`src/rtl/pfb_coeff_reload_packer.sv`:
```
// Unpacks host words of two signed 16-bit taps into scaled 32-bit coefficient beats,
// forcing every reload frame to exactly NUM_COEFFS beats by zero-padding or draining.
module pfb_coeff_reload_packer #(
    parameter int NUM_COEFFS = 65536,
    parameter int GAIN_SHIFT = 0
) (
    input  logic        clk,
    input  logic        sync_reset,
    input  logic        s_axis_coef_tvalid,
    input  logic [31:0] s_axis_coef_tdata,
    input  logic        s_axis_coef_tlast,
    output logic        s_axis_coef_tready,
    output logic        m_axis_reload_tvalid,
    output logic [31:0] m_axis_reload_tdata,
    output logic        m_axis_reload_tlast,
    input  logic        m_axis_reload_tready,
    output logic        underflow_err,
    output logic        overflow_err,
    output logic        frame_done
);
    typedef enum logic [1:0] {S_LOAD, S_PAD, S_DRAIN, S_WAIT} state_t;

    localparam logic [16:0] LAST_IDX = 17'(NUM_COEFFS - 1);
    localparam logic [16:0] FULL_CNT = 17'(NUM_COEFFS);

    state_t      state_q, state_d;
    logic [31:0] word_q, word_d;
    logic        word_last_q, word_last_d;
    logic        word_valid_q, word_valid_d;
    logic        half_q, half_d;
    logic [16:0] load_cnt_q, load_cnt_d;
    logic [31:0] out_data_q, out_data_d;
    logic        out_last_q, out_last_d;
    logic        out_valid_q, out_valid_d;
    logic        underflow_q, underflow_d;
    logic        overflow_q, overflow_d;
    logic        frame_done_q, frame_done_d;
    logic        tail_seen_q, tail_seen_d;

    logic        take;
    logic        out_free;
    logic        last_accept;
    logic [15:0] tap;
    logic [31:0] tap_scaled;
    logic [16:0] cnt_inc;
    logic        at_last;

    assign s_axis_coef_tready = ((state_q == S_LOAD) && !word_valid_q) || (state_q == S_DRAIN);

    assign take        = s_axis_coef_tvalid && s_axis_coef_tready;
    assign out_free    = !out_valid_q || m_axis_reload_tready;
    assign last_accept = out_valid_q && out_last_q && m_axis_reload_tready;
    assign tap         = half_q ? word_q[31:16] : word_q[15:0];
    assign tap_scaled  = {{16{tap[15]}}, tap} << GAIN_SHIFT;
    assign cnt_inc     = load_cnt_q + 17'd1;
    assign at_last     = (load_cnt_q == LAST_IDX);

    always_comb begin
        state_d      = state_q;
        word_d       = word_q;
        word_last_d  = word_last_q;
        word_valid_d = word_valid_q;
        half_d       = half_q;
        load_cnt_d   = load_cnt_q;
        out_data_d   = out_data_q;
        out_last_d   = out_last_q;
        out_valid_d  = out_valid_q;
        underflow_d  = underflow_q;
        overflow_d   = overflow_q;
        frame_done_d = last_accept;
        tail_seen_d  = tail_seen_q;

        if (out_valid_q && m_axis_reload_tready) begin
            out_valid_d = 1'b0;
        end

        unique case (state_q)
            S_LOAD: begin
                if (take) begin
                    word_d       = s_axis_coef_tdata;
                    word_last_d  = s_axis_coef_tlast;
                    word_valid_d = 1'b1;
                    half_d       = 1'b0;
                    // load_cnt is zero only before the first beat, so this is the frame's first word
                    if (load_cnt_q == 17'd0) begin
                        underflow_d = 1'b0;
                        overflow_d  = 1'b0;
                    end
                end
                if (word_valid_q && out_free) begin
                    out_data_d  = tap_scaled;
                    out_last_d  = at_last;
                    out_valid_d = 1'b1;
                    load_cnt_d  = cnt_inc;
                    if (!half_q) begin
                        half_d = 1'b1;
                    end else begin
                        word_valid_d = 1'b0;
                    end
                    if (cnt_inc == FULL_CNT) begin
                        word_valid_d = 1'b0;
                        if (half_q && word_last_q) begin
                            state_d = S_WAIT;
                        end else begin
                            state_d     = S_DRAIN;
                            overflow_d  = 1'b1;
                            tail_seen_d = 1'b0;
                        end
                    end else if (half_q && word_last_q) begin
                        state_d     = S_PAD;
                        underflow_d = 1'b1;
                    end
                end
            end
            S_PAD: begin
                if (out_free) begin
                    out_data_d  = 32'd0;
                    out_last_d  = at_last;
                    out_valid_d = 1'b1;
                    load_cnt_d  = cnt_inc;
                    if (cnt_inc == FULL_CNT) begin
                        state_d = S_WAIT;
                    end
                end
            end
            S_DRAIN: begin
                // The tlast beat may leave before the host's last word shows up
                if (last_accept) begin
                    tail_seen_d = 1'b1;
                end
                if (take && s_axis_coef_tlast) begin
                    if (tail_seen_q || last_accept) begin
                        state_d     = S_LOAD;
                        load_cnt_d  = 17'd0;
                        tail_seen_d = 1'b0;
                    end else begin
                        state_d = S_WAIT;
                    end
                end
            end
            S_WAIT: begin
                if (last_accept) begin
                    state_d    = S_LOAD;
                    load_cnt_d = 17'd0;
                end
            end
            default: state_d = S_LOAD;
        endcase
    end

    always_ff @(posedge clk or posedge sync_reset) begin
        if (sync_reset) begin
            state_q      <= S_LOAD;
            word_q       <= 32'd0;
            word_last_q  <= 1'b0;
            word_valid_q <= 1'b0;
            half_q       <= 1'b0;
            load_cnt_q   <= 17'd0;
            out_data_q   <= 32'd0;
            out_last_q   <= 1'b0;
            out_valid_q  <= 1'b0;
            underflow_q  <= 1'b0;
            overflow_q   <= 1'b0;
            frame_done_q <= 1'b0;
            tail_seen_q  <= 1'b0;
        end else begin
            state_q      <= state_d;
            word_q       <= word_d;
            word_last_q  <= word_last_d;
            word_valid_q <= word_valid_d;
            half_q       <= half_d;
            load_cnt_q   <= load_cnt_d;
            out_data_q   <= out_data_d;
            out_last_q   <= out_last_d;
            out_valid_q  <= out_valid_d;
            underflow_q  <= underflow_d;
            overflow_q   <= overflow_d;
            frame_done_q <= frame_done_d;
            tail_seen_q  <= tail_seen_d;
        end
    end

    assign m_axis_reload_tvalid = out_valid_q;
    assign m_axis_reload_tdata  = out_data_q;
    assign m_axis_reload_tlast  = out_last_q;
    assign underflow_err        = underflow_q;
    assign overflow_err         = overflow_q;
    assign frame_done           = frame_done_q;
endmodule

```
`config.mk`:
```
export PLATFORM = sky130hd
export DESIGN_NAME = pfb_coeff_reload_packer
export DESIGN_NICKNAME = d
export VERILOG_FILES = /design/src/rtl/pfb_coeff_reload_packer.sv
export SDC_FILE = /design/constraint.sdc
export NUM_CORES = 1
export LEC_CHECK = 0
export CORE_MARGIN = 2
export CORE_UTILIZATION = 52
export CTS_CLUSTER_SIZE = 10
export DETAILED_ROUTE_END_ITERATION = 10
export PLACE_DENSITY_LB_ADDON = 0.3
export SYNTH_ARGS = -nofsm -noshare
export SYNTH_HDL_FRONTEND = slang
export SYNTH_SLANG_ARGS = --single-unit
```
`constraint.sdc`:
```
create_clock -name clk -period 2.9 [get_ports clk]
set_input_delay 0.58 -clock clk [delete_from_list [all_inputs] [get_ports clk]]
set_output_delay 0.58 -clock clk [all_outputs]
set_load 0.01 [all_outputs]
```
Word level (Yosys, flattened, before mapping)
Index checks and enable logic that the tools add are counted.
{"block": "classes", "n_mux": 51, "n_reduce_logical": 22, "n_bitwise": 0, "div_mod_pow": 0, "n_lt_le_gt_ge": 0, "shifts": 0, "n_addsub": 1, "eq_ne": 14, "mul": 0}
{"op": "two-way mux 17 bit", "n": 5}
{"op": "one-hot mux 17 bit (4 select lines)", "n": 1}
{"op": "two-way mux 32 bit", "n": 2}
{"op": "one-hot mux 32 bit (2 select lines)", "n": 1}
{"op": "two-way mux 1 bit", "n": 29}
{"op": "adder 17 x 1 -> 17 bit (second input constant)", "n": 1}
{"op": "== test 17 x 16 -> 1 bit (second input constant)", "n": 1}
{"op": "== test 17 bit (second input constant)", "n": 1}
{"op": "logical NOT 17 bit", "n": 1}
{"op": "two-way mux 16 bit", "n": 1}
{"op": "two-way mux 2 bit", "n": 8}
{"op": "logical AND 1 bit", "n": 8}
{"op": "inequality test 2 x 1 -> 1 bit (second input constant)", "n": 4}
{"op": "inequality test 2 bit (second input constant)", "n": 4}
{"op": "one-hot mux 2 bit (4 select lines)", "n": 1}
{"op": "one-hot mux 1 bit (2 select lines)", "n": 3}
{"op": "AND reduction 6 bit", "n": 1}
{"op": "AND reduction 5 bit", "n": 1}
{"op": "== test 2 bit (second input constant)", "n": 2}
{"op": "AND reduction 4 bit", "n": 1}
{"op": "nonzero test 2 bit", "n": 2}
{"op": "logical OR 1 bit", "n": 3}
{"op": "inequality test 3 x 1 -> 1 bit (second input constant)", "n": 1}
{"op": "AND reduction 3 bit", "n": 1}
{"op": "other kinds (4)", "n": 5}
{"block": "word_totals", "romBits": 0, "output_inout_bits": 38, "latch_bits": 0, "wordCells": 101, "ff_bits": 92, "mem_bits_rw": 0, "inputBits": 37, "n_memories": 0}

Depth between registers and ports, before layout
Gate-level depths: netlist (run 1).
{"block": "depth", "ltp_word": 8, "mapped_depth": 10, "ltp_nobuf": 10}

Least setup slack after synthesis (run 1)
No wires, ideal clock.
{"block": "synth_timing", "kind": "reg2reg", "from": "reg load_cnt_q[0]", "to": "reg underflow_q (netlist: underflow_err)", "path_stages_with_launch": 11, "setup_time_ns": 0.139, "path_buffers": 0, "arrival_ns": 2.274, "period_less_slack_ns": 2.413, "slack_ns": 0.487, "required_ns": 2.761, "cell_sequence": "dfrtp_1 > ha_1 > nand3_1 > nor3_1 > nand2_1 > nor2_1 > ha_1 > nor2_1 > o2111ai_1 > a2111oi_4 > o21ai_0"}
{"block": "synth_via", "elab_chain_len": 6, "elab_cells_between_ends": 8, "cone_classes": "add/sub: 1; eq/ne: 1; mux: 5; reduce/logical: 1"}
{"item": "from (decl)", "line": "31", "text": "logic [16:0] load_cnt_q, load_cnt_d;"}
{"item": "from (signal assigned)", "line": "172", "text": "load_cnt_q <= load_cnt_d;"}
{"item": "parallel branches: the longest is 5 deep, another holds adder 17 x 1 -> 17 bit"}
{"item": "two-way mux 1 bit (*)", "line": "90", "text": "if (word_valid_q && out_free) begin"}
{"item": "to (signal assigned)", "line": "176", "text": "underflow_q <= underflow_d;"}
{"item": "to (decl)", "line": "35", "text": "logic underflow_q, underflow_d;"}
Every way passes the cells marked *.
A chain may end at the register's enable or synchronous reset.

Final worst setup path (run 1)
Same ends and word-level chain as after synthesis.

==> qor.yml, run 1 <==
clock-sinks: 76
r2r-start: "load_cnt_q[0]"
routed_wl_um: 8580
drc: 0
yosys_most_used_dff: "dfrtp_1"
holdPathStages: 2
grt.overflow.total: 0
synth-seq-cells: 76
r2r_cells: 10
rrSetupSlack_ns: 0.24
clkLatencyLatePin_ns: 0.35
fmax_ghz: 0.377
hold_path.class: "flip-flop to flip-flop"
criticalPathCategory: "flip-flop to flip-flop"
dieArea_um2: 8120
fin_crit_ns: 2.66
synth_most_common_cell: "dfrtp_1"
yosysUniqueCellTypes: 45
finalPower_w: 0.00470
end_kind: "flip-flop"
wl_per_cell_um: 16.3
drv_cap: 0
initial_core_util: 0.534
irDropWorstVdd_v: 0.000470
ioPinCount: 75
cts_made_buffers: 9
slew_headroom: 0.582
synth_top_area_frac: 0.494
grt_max_degree: 44
r2r_end: "underflow_err"
status: "finished, final reports clean"
place.gp.congestion: 0.859
grt_pass1_wl_um: 14100
grt_usage: 0.219
dp_hpwl_um: 5850
ys_seq_area_frac: 0.494
rows: 31
drt_iter0_drc: 193
fin_crit_sh: 0.916
p_leak_nw: 2.00
portBuffers: 74
cts_resized: 0
maxSlewViolCount: 0
multi_input_area_um2: 1690
via_per_inst: 5.70
critPathLaunchType: "flip-flop"
synth_common_cells: "76 x dfrtp_1, 45 x nand2_1, 33 x mux2_2"
syn_nets: 408
holdBufCountCts: 0
worst-path-max-fanout: 8
via_count: 2998
grt_pass1_vias: 2866
avgSynthCellArea_um2: 10.5
cp_data_arrival_time_ns: 2.87
placed_area_um2: 4590
cts-root-buf: "clkbuf_8"
ys_async_sr_fraction: 1.00
hold_path_end: "m_axis_reload_tdata[10]"
die_height_um: 90.1
synth_top_cell_by_area: "dfrtp_1"
final_nets: 462
fin_util: 0.668
p_per_area_nw_per_um2: 975
synth_warnings: 0
setup_viol: 0
ant_nets: 0
rsz0062_at_grt: "false"
tritoncts: "yes"
min_from: "m_axis_reload_tdata[10]"
nFillCells: 557
netlist_area_um2: 3850
cts_htree_levels: 3
clkTransAtPathRegs_ns: 0.09
die_w_um: 90.1
cts_setup_buffers: 0
hold_viol: 0
cts_buffer_depth: 2
syn_to_final_growth_pct: 25.1
antenna_found_initial: 0
synth_cells: 368
tightest_slew_ns: 0.627
worst_ep_required_time_ns: 3.12
antenna_cells: 0
fin_skew_ns: 0.0100
final_area_um2: 4820
final.setup.tns_ns: 0
synthTopCellsByArea: "dfrtp_1 49%, mux2_2 9.6%, mux2i_1 4.7%"
drive_above_1_share: 0.159
drt_first_pass_iters: 4
synth-edff-count: 0
seq_area_um2: 1900
core_region_area_um2: 7210
critical path, cell delays in order (launching register included):
cell,delay [ns]
dfrtp_1,0.47
ha_1,0.27
nand3_1,0.12
nor3_1,0.38
nand2_1,0.13
nor2_1,0.12
ha_1,0.25
nor2_1,0.11
o2111ai_1,0.16
a2111oi_4,0.36
o21ai_0,0.16
layout by cell type (no fill, tap or decap), types with 2 or more instances in the layout:
cell,instances
nor2_1,16
nand2_1,45
a21o_1,2
and4_1,2
nor4_1,5
o21ai_0,25
nor3_1,4
nor2b_1,3
nand3_1,5
xnor2_1,2
buf_12,2
ha_1,3
a211oi_1,3
a21boi_0,4
nand4_1,4
a31oi_1,6
inv_1,8
nand2b_1,2
mux2_2,33
a21oi_1,6
inv_6,4
clkbuf_8,9
dfrtp_1,76
and3_1,4
bufinv_16,2
xor2_1,5
mux2i_1,18
buf_4,8
o21ai_1,3
a22o_1,2
o31ai_1,20
a41oi_1,3
clkdlybuf4s50_1,74
o2111ai_1,2
how the worst max path moves through the flow:
stage	from	to	cells after the start
2_1_floorplan	sync_reset	frame_done	1
3_3_place_gp	load_cnt_q[0]	underflow_err	10
3_5_place_dp	load_cnt_q[0]	underflow_err	10
4_1_cts	load_cnt_q[0]	underflow_err	10
5_1_grt	load_cnt_q[0]	underflow_err	10
6_report	load_cnt_q[0]	underflow_err	10
kinds of logic after synthesis:
logic type	share of synthesized area
AO/OA/AOI/OAI	0.145
XOR/XNOR	0.0159
adder cells (fa/ha/maj)	0.00974
buffers and inverters	0.0685
flip-flops	0.494
multiplexers	0.143
AND/OR/NAND/NOR	0.124
layer usage:
metal,wire length [µm],vias up,part of all wire,track usage
met5,0,-,0,0
met1,3740,1480,0.44,0.290
li1,-,1408,-,-
met2,4150,88,0.48,0.341
met3,448,22,0.052,0.0444
met4,243,0,0.028,0.118
cell type report:
cell class	instances	share of cell area
Sequential cell	76	0.394
Multi-Input combinational cell	242	0.351
Clock buffer	9	0.0257
Inverter	9	0.00701
Timing Repair Buffer	84	0.174
Tap cell	99	0.0257
Clock inverter	7	0.0215
per-stage QoR:
step                instances  hold WS, ns  worst slack [ns]
floorplan                 368        0.473             0.382
global placement          510        0.461             0.431
detailed placement        510        0.466             0.300
CTS                       526        0.485             0.288
global route              526        0.522            0.0389
finish                    526        0.483             0.244
sequential cells by signal, summed over array words and instances, names as in the netlist, 2 cells and up:
| name | count |
|---|---|
| word_q | 32 |
| load_cnt_q | 17 |
| m_axis_reload_tdata | 16 |
| state_q | 2 |
report_power, final:
part	internal, W	total (W)	switching, W
clock	0.000498	0.000923	0.000425
sequential	0.00148	0.00181	0.000327
combinational	0.00105	0.00197	0.000924
Note: power is estimated with default switching activity, not from simulation.
==> inputs of run 2 (changes only) <==
Settings changed: CORE_MARGIN 2 to default.
Clock period 2.9 ns to 2.5 ns, I/O delays scaled along.
==> run 2 against run 1 <==
Via count fell by 1.3%. First-iteration DRC count fell by 13%. Worst setup slack got worse by 0.084 ns. Power rose by 12%. Clock power fell by 5.0%. Global-route usage rose by 1.1 points. Routed wire length fell by 4.4%. Critical path depth fell by 1. Die area fell by 4.4%. Fmax rose by 13%. Critical endpoint is now word_valid_q. Highest routed layer unchanged.
==> qor.yml, run 2 (same netlist as run 1, synthesis figures left out) <==
largest_reg_flops: 32  # unchanged
criticalPathCategory: "flip-flop to flip-flop"  # unchanged
holdBufCountCts: 0  # unchanged
drive_above_1_share: 0.191  # was 0.159
fin_util: 0.672  # was 0.668
dp_hpwl_um: 5580  # was 5850 µm
core_region_area_um2: 7210  # unchanged
final_area_um2: 4850  # was 4820 µm²
final_nets: 469  # was 462
worst-path-max-fanout: 9  # was 8
drc: 0  # unchanged
fmax_ghz: 0.427  # was 0.377 GHz
rows: 31  # unchanged
grt_max_degree: 77  # was 44
setup_viol: 0  # unchanged
grt_usage: 0.230  # was 0.219
layout_common_cells: "74 x clkdlybuf4s50_1, 73 x dfrtp_1, 45 x nand2_1"  # was 76 x dfrtp_1, 74 x clkdlybuf4s50_1, 45 x nand2_1
worst_ep_required_time_ns: 2.73  # was 3.12 ns
finalPower_w: 0.00527  # was 0.00470 W
layout_commonest_cell: "clkdlybuf4s50_1"  # was dfrtp_1
portBuffers: 74  # unchanged
die_height_um: 88.1  # was 90.1 µm
ioPinCount: 75  # unchanged
dieArea_um2: 7760  # was 8120 µm²
dp.cells: 516  # was 510
cts_made_buffers: 9  # unchanged
hold_viol: 0  # unchanged
grt_pass1_vias: 2925  # was 2866
critPathLaunchType: "flip-flop"  # unchanged
fin_skew_ns: 0.00857  # was 0.0100 ns
irDropWorstVdd_v: 0.000688  # was 0.000470 V
drt_first_pass_iters: 4  # unchanged
slew_headroom: 0.255  # was 0.582
grt_pass1_wl_um: 13600  # was 14100 µm
drt_iter0_drc: 167  # was 193
die_w_um: 88.1  # was 90.1 µm
clkLatencyLatePin_ns: 0.36  # was 0.35 ns
drv_cap: 0  # unchanged
regMostFlops: "word_q"  # unchanged
final.setup.tns_ns: 0  # unchanged
via_count: 2960  # was 2998
antenna_found_initial: 0  # unchanged
tritoncts: "yes"  # unchanged
tightest_slew_ns: 1.12  # was 0.627 ns
fin_cells: 533  # was 526
place.gp.congestion: 0.856  # was 0.859
cts_buffer_depth: 2  # unchanged
p_per_area_nw_per_um2: 1090  # was 975 nW/µm²
wl_per_cell_um: 15.4  # was 16.3 µm
rsz0062_at_grt: "false"  # unchanged
ant_nets: 0  # unchanged
fin_crit_ns: 2.34  # was 2.66 ns
routed_wl_um: 8200  # was 8580 µm
cts-root-buf: "clkbuf_8"  # unchanged
antenna_cells: 0  # unchanged
initial_core_util: 0.534  # unchanged
status: "finished, final reports clean"  # unchanged
end_kind: "flip-flop"  # unchanged
clkTransAtPathRegs_ns: 0.08  # was 0.09 ns
syn_to_final_growth_pct: 25.8  # was 25.1%
cts_htree_levels: 3  # unchanged
fin_crit_sh: 0.936  # was 0.916
via_per_inst: 5.55  # was 5.70
hold_path.class: "flip-flop to flip-flop"  # unchanged
p_leak_nw: 2.02  # was 2.00 nW
placed_area_um2: 4630  # was 4590 µm²
grt.overflow.total: 0  # unchanged
cp_data_arrival_time_ns: 2.57  # was 2.87 ns
clock-sinks: 76  # unchanged
nFillCells: 580  # was 557
maxSlewViolCount: 0  # unchanged
==> run 2: cell types whose count changed in the layout (fill, tap and decap cells not counted), moves of 2 or more <==
cell | before | now
bufinv_16 | 2 | 0
dfrtp_1 | 76 | 73
buf_4 | 8 | 16
dfrtp_2 | 0 | 3
==> run 2: layout make-up <==
| class | count | area (µm²) | share of cell area |
|---|---|---|---|
| clock buffer | 9 | 124 | 0.0255 |
| clock inverter | 7 | 58.8 | 0.0121 |
| inverter | 9 | 33.8 | 0.00697 |
| multi-input combinational | 242 | 1720 | 0.355 |
| sequential | 76 | 1910 | 0.393 |
| tap | 99 | 124 | 0.0255 |
| timing repair buffer | 91 | 881 | 0.182 |
==> run 2: stage by stage <==
step                setup slack (ns)  hold WS [ns]
CTS                           0.0654         0.488
global route                 0.00627         0.508
finish                         0.160         0.482
global placement               0.116         0.460
floorplan                     0.0617         0.473
detailed placement            0.0947         0.469
==> run 2: layer usage <==
metal	up-vias	GRT usage	routed length (µm)
li1	1424	-	-
met1	1440	0.302	3630
met2	84	0.366	3960
met3	12	0.0518	462
met4	0	0.103	143
met5	-	0	0
==> run 2: worst paths after layout <==
check | slack [ns] | to | startpoint | depth (start not counted)
min in group asynchronous | 0.52 | word_q[5] | sync_reset | 3
min | 0.48 | m_axis_reload_tdata[14] | m_axis_reload_tdata[14] | 2
min reg2reg | 0.48 | m_axis_reload_tdata[14] | m_axis_reload_tdata[14] | 2
max | 0.16 | word_valid_q | load_cnt_q[8] | 9
max reg2reg | 0.16 | word_valid_q | load_cnt_q[8] | 9
max in group asynchronous | 1.65 | m_axis_reload_tvalid | sync_reset | 3
==> run 2: report_power, final <==
| group | leakage, nW | internal [W] | switching, W | total (W) |
|---|---|---|---|---|
| Combinational | 0.993 | 0.00124 | 0.00101 | 0.00225 |
| Clock | 0.0925 | 0.000377 | 0.000500 | 0.000877 |
| Sequential | 0.939 | 0.00172 | 0.000424 | 0.00214 |
==> run 2: critical path: stages, from the launching register on <==
cell	delay, ns
dfrtp_2	0.46
nand4_1	0.20
nor2_2	0.22
nand2_1	0.10
nor2_1	0.12
ha_1	0.26
nor2_1	0.15
o2111ai_2	0.14
a2111oi_4	0.44
a31oi_1	0.14
==> run 2: repair_timing <==
action / 4_1_cts / 5_1_grt
buffers inserted: 0 / 1
setup endpoints to repair: 0 / 5
resized for setup: 0 / 10
==> inputs of run 3 (changes only) <==
Settings changed: CORE_UTILIZATION 52 to 47.
Clock period 2.5 ns to 2.1 ns, I/O delays scaled along.
==> run 3 against run 2 <==
Fmax increased by 11%. Clock power increased by 47%. First-iteration DRC count increased by 4.2%.
==> qor.yml, run 3 (same netlist as run 1, synthesis figures left out) <==
cts_buffer_depth: 2  # unchanged
dp.cells: 538  # was 516
p_per_area_nw_per_um2: 1320  # was 1090 nW/µm²
cts_made_buffers: 9  # unchanged
drt_first_pass_iters: 4  # unchanged
end_kind: "flip-flop"  # unchanged
grtUsageMet2: 0.350  # was 0.366
grt_busiest_layer: "met2"  # unchanged
via_per_inst: 5.49  # was 5.55
antenna_cells: 0  # unchanged
rsz0062_at_grt: "true"  # was false
globalRouteMet1Util: 0.289  # was 0.302
rows: 32  # was 31
syn_to_final_growth_pct: 33.3  # was 25.8%
fin_crit_sh: 1.00  # was 0.936
startpoint: "load_cnt_q[0]"  # was load_cnt_q[8]
p_leak_nw: 2.17  # was 2.02 nW
final_nets: 491  # was 469
dp_hpwl_um: 6220  # was 5580 µm
worst_ep_required_time_ns: 2.32  # was 2.73 ns
hold_ws_ns: 0.463  # was 0.482 ns
drt_iter0_drc: 174  # was 167
routed_wl_um: 8800  # was 8200 µm
status: "finished, final reports clean"  # unchanged
fin_util: 0.654  # was 0.672
fmax_ghz: 0.476  # was 0.427 GHz
layout_common_cells: "74 x dfrtp_1, 74 x clkdlybuf4s50_1, 45 x nand2_1"  # was 74 x clkdlybuf4s50_1, 73 x dfrtp_1, 45 x nand2_1
r2r-start: "load_cnt_q[0]"  # was load_cnt_q[8]
slew_headroom: 0.175  # was 0.255
critPathLaunchType: "flip-flop"  # unchanged
r2r_end: "word_valid_q"  # unchanged
clkTransAtPathRegs_ns: 0.09  # was 0.08 ns
grt_pass1_vias: 2953  # was 2925
final.setup.tns_ns: 0  # unchanged
setup_viol: 0  # unchanged
criticalPathCategory: "flip-flop to flip-flop"  # unchanged
largest_reg_flops: 32  # unchanged
hold_viol: 0  # unchanged
cts_htree_levels: 3  # unchanged
die_height_um: 92.6  # was 88.1 µm
drv_cap: 0  # unchanged
holdBufCountCts: 0  # unchanged
grt_max_degree: 38  # was 77
ant_nets: 0  # unchanged
grt_util_met3: 0.0673  # was 0.0518
endpoint: "word_valid_q"  # unchanged
grt_usage: 0.219  # was 0.230
antenna_found_initial: 0  # unchanged
die_w_um: 92.6  # was 88.1 µm
tightest_slew_ns: 1.23  # was 1.12 ns
clock-sinks: 76  # unchanged
grt_pass1_wl_um: 14500  # was 13600 µm
cp_data_arrival_time_ns: 2.32  # was 2.57 ns
fin_crit_ns: 2.10  # was 2.34 ns
grt.overflow.total: 0  # unchanged
r2r_cells: 10  # was 9
dieArea_um2: 8570  # was 7760 µm²
worst-path-max-fanout: 5  # was 9
via_count: 3066  # was 2960
clkLatencyLatePin_ns: 0.35  # was 0.36 ns
regMostFlops: "word_q"  # unchanged
drive_above_1_share: 0.230  # was 0.191
hold_path.class: "input port to asynchronous set/reset pin"  # was flip-flop to flip-flop
wl_per_cell_um: 15.8  # was 15.4 µm
ioPinCount: 75  # unchanged
rrSetupSlack_ns: 0.0007  # was 0.16 ns
initial_core_util: 0.491  # was 0.534
place.gp.congestion: 0.804  # was 0.856
irDropWorstVdd_v: 0.000628  # was 0.000688 V
nFillCells: 624  # was 580
core_region_area_um2: 7850  # was 7210 µm²
drc: 0  # unchanged
fin_skew_ns: 0.0149  # was 0.00857 ns
fin_cells: 558  # was 533
maxSlewViolCount: 0  # unchanged
finalPower_w: 0.00678  # was 0.00527 W
portBuffers: 74  # unchanged
cts-root-buf: "clkbuf_8"  # unchanged
tritoncts: "yes"  # unchanged
[run 3: cell count changes in the layout (fill, tap and decap cells not counted), sizes merged]
cell / previous run / this run
clkbuf: 9 / 10
bufinv: 0 / 2
clkinvlp: 1 / 2
clkinv: 2 / 0
inv: 13 / 11
buf: 17 / 39
[run 3: area by class of cell]
class	count	area, µm²	share of cell area
Tap cell	102	128	0.0248
Inverter	9	37.5	0.00731
Clock buffer	10	138	0.0268
Timing Repair Buffer	113	1100	0.213
Multi-Input combinational cell	242	1740	0.339
Clock inverter	6	93.8	0.0183
Sequential cell	76	1900	0.371
[run 3: per-layer routing]
layer  wire length, µm  vias up
li1                  -     1463
met4                87        0
met5                 0        -
met1              3950     1499
met2              4220       94
met3               540       10
[run 3: worst max-delay path, stage by stage, from the launching register on]
cell,delay [ns]
dfrtp_1,0.40
ha_4,0.16
nand3_4,0.08
nor3_4,0.13
nand2_1,0.09
nor2_1,0.10
ha_1,0.25
nor2_2,0.13
o2111ai_2,0.14
a2111oi_4,0.35
a31oi_1,0.14
[run 3: power breakdown]
part           switching, W  internal (W)  leakage (nW)  total, W
Combinational       0.00134       0.00164          1.12   0.00297
Clock              0.000576      0.000715         0.114   0.00129
Sequential         0.000465       0.00205         0.941   0.00251
[run 3: worst min path at each step]
stage	cells past startpoint	slack, ns	startpoint	to
5_1_grt	2	0.50	sync_reset	load_cnt_q[7]
6_report	2	0.46	sync_reset	load_cnt_q[7]
2_1_floorplan	2	0.47	load_cnt_q[16]	load_cnt_q[16]
3_5_place_dp	2	0.47	m_axis_reload_tdata[5]	m_axis_reload_tdata[5]
3_3_place_gp	2	0.46	m_axis_reload_tdata[7]	m_axis_reload_tdata[7]
4_1_cts	2	0.46	sync_reset	word_q[7]
[run 3: metrics by stage]
| stage | cell area, µm² | setup WS (ns) |
|---|---|---|
| after global routing | 5140 | -0.165 |
| after global placement | 4860 | 0.00419 |
| after detailed placement | 4860 | -0.0928 |
| final | 5140 | 0.000704 |
| after floorplan | 3890 | -0.116 |
| after CTS | 5110 | -0.0199 |
[run 3: timing repair]
action,in CTS,in global routing
setup buffers,1,3
gates resized for setup,3,3
hold endpoints to repair,0,0
pin swaps,3,3
endpoints found under the setup margin,6,23
==> edit: new RTL, flow settings as in run 1 <==
The 4 states of `state_t` get a one-hot encoding in 4 bits.
--- a/src/rtl/pfb_coeff_reload_packer.sv
+++ b/src/rtl/pfb_coeff_reload_packer.sv
@@ -20,3 +20,3 @@
 );
-    typedef enum logic [1:0] {S_LOAD, S_PAD, S_DRAIN, S_WAIT} state_t;
+    typedef enum logic [3:0] {S_LOAD = 4'b0001, S_PAD = 4'b0010, S_DRAIN = 4'b0100, S_WAIT = 4'b1000} state_t;
 
Check against the original RTL: same outputs for any inputs over 10 cycles, from zero or initial values and one cycle with sync_reset high; not proved beyond that.
==> edit against run 1 <==
  * Count of clock-buffer cells in the layout increased by 1
  * Sequential cell count increased by 2
  * Design area increased by 1.9%
  * Setup slack got worse by 190 ps
  * Power increased by 2.7%
  * Area after synthesis increased by 0.71%
  * Core utilization increased by 0.88 points
  * Routed wire length decreased by 2.2%
  * Clock skew increased by 7.2 ps
  * Critical endpoint is now s_axis_coef_tready
  * Largest power group unchanged
  * Highest routed layer unchanged
==> edit: results (changes against run 1) <==
Signal inverters 7 (-2); CP Max Fanout 3 (-5); comb_multi_in 251 (+3.7%); CP delay by family, top simple AND/OR/NAND/NOR gates; post-synthesis compound-gate area fraction 0.1154 (-0.02940); number of synthesized register bits 78 (+2.6%); fill count 576 (+3.4%); yosys warns 0 (unchanged); Clock-cell share 0.03872 (-0.008508); DP HPWL 5722 um (-2.1%); H-tree depth 3 (unchanged); power share of the combinational group 0.462 (+0.042); share of cells above drive strength 1 0.1812 (+0.02196); Synth top cells by count 77 x dfrtp_1, 47 x nand2_1, 44 x o21ai_0, 33 x mux2_2; Clock Latency Late Sink 350 ps (about the same); Unique masters post-synth 45 (unchanged); Switch Pwr 1.806 mW (+7.8%); multi-input logic area 1702 sq um (+0.44%); skew final 17.24 ps (+7.196 ps); DR pass1 iterations 6 (+2); top post-synthesis cells by area dfrtp_1 50%, mux2_2 9.6%, o21ai_0 5.7%; CP arrival 2270 ps (-600 ps); # diodes 0 (unchanged); Sequential Area 1956 sq um (+2.8%); Min-Delay Path Class flip-flop to flip-flop; CP max stage cell or4b_2; Total GRT Usage 0.2126 (-0.006480); Vias 3031 (+1.1%); synthesized area per cell 10.35 sq um (-1.2%); post-synthesis mux area share 0.1447 (+0.001564); max_slew headroom 0.5989 (+0.01675); Syn Nets 415 (+1.7%); cts bufs inserted 9 (unchanged); DR vias/cell 5.551 (-2.6%); Port Buffer Count 74 (unchanged); XOR/XNOR share of the synthesized area 0.02031 (+0.004400); slowest stage delay, CP 640 ps (+170 ps); Starting DRT DRC Count 203 (+5.2%); Max rail drop VDD 496.5 uV (+5.6%); post-synthesis sequential area ratio 0.5032 (+0.009717); status finished clean; Nets 482 (+4.3%); first-pass GRT wire length 14120 um (-0.15%); clock group power 780 uW (-15%); max FFs per register 32 (unchanged); Non-CTS buffers 95 (+13%); Post-Synth Adder-Cell Area 0.009671 (-0.00006908); Final non-clock buffer share 0.1862 (+0.01183); clock-pin transition on the worst setup and hold timing paths 90 ps (about the same); final wirelength 8393 um (-2.2%); LEAKAGE 2.142 nW (+6.9%); FFs w/ async S/R, synth 1.000 (unchanged); CLK BUF 10 (+1); Placer Congestion 0.9333 (+8.7%); vias in the first global route 2942 (+2.7%); maximum number of pins on one net before global-route repair 79 (+80%); DP Cell Count 527 (+3.3%)
==> edit: cell count changes after synthesis, sizes merged, moves of 3 or more <==
| cell | delta |
|---|---|
| buf | -6 |
| a21boi | -3 |
| or3 | +3 |
| o31ai | -17 |
| o22ai | +3 |
| or4 | +3 |
| nand3 | +5 |
| o21ai | +16 |
| a31oi | -3 |
| a41oi | -3 |
| clkbuf | +4 |
| a211oi | -3 |
| a22o | +3 |
| and4 | -3 |
==> edit: worst paths after layout <==
check | from | endpoint | slack [ps] | depth (start not counted)
min | m_axis_reload_tdata[13]$_DFFE_PP0P_ | m_axis_reload_tdata[13]$_DFFE_PP0P_ | 490 | 2
min in group asynchronous | sync_reset | word_q[0]$_DFFE_PP0P_ | 610 | 3
min reg2reg | m_axis_reload_tdata[13]$_DFFE_PP0P_ | m_axis_reload_tdata[13]$_DFFE_PP0P_ | 490 | 2
max in group asynchronous | sync_reset | state_q[0]$_DFFE_PP1P_ | 1910 | 3
max reg2reg | load_cnt_q[0]$_DFFE_PP0P_ | state_q[3]$_DFFE_PP0P_ | 210 | 12
max | state_q[0]$_DFFE_PP1P_ | s_axis_coef_tready | 50 | 3
==> edit: metal layers <==
layer / GRT usage / vias to the layer above / routed length, um
met1: 0.2852 / 1476 / 3736
met3: 0.04508 / 11 / 438
met5: 0 / - / 0
met4: 0.07564 / 0 / 97
met2: 0.3440 / 99 / 4119
li1: - / 1445 / -
==> edit: stage by stage <==
stage,power [mW],worst slack [ps],instance area [sq um]
floorplan,3.242,41.94,3886
global placement,3.968,167.6,4688
detailed placement,4.061,58.20,4688
CTS,4.851,8.393,4886
global route,5.163,16.31,4912
finish,4.831,54.83,4912
==> edit: repair_timing <==
action,4_1_cts,5_1_grt
resized for setup,0,4
endpoints found under the setup margin,1,9
pin swaps,0,4
setup buffers,1,2
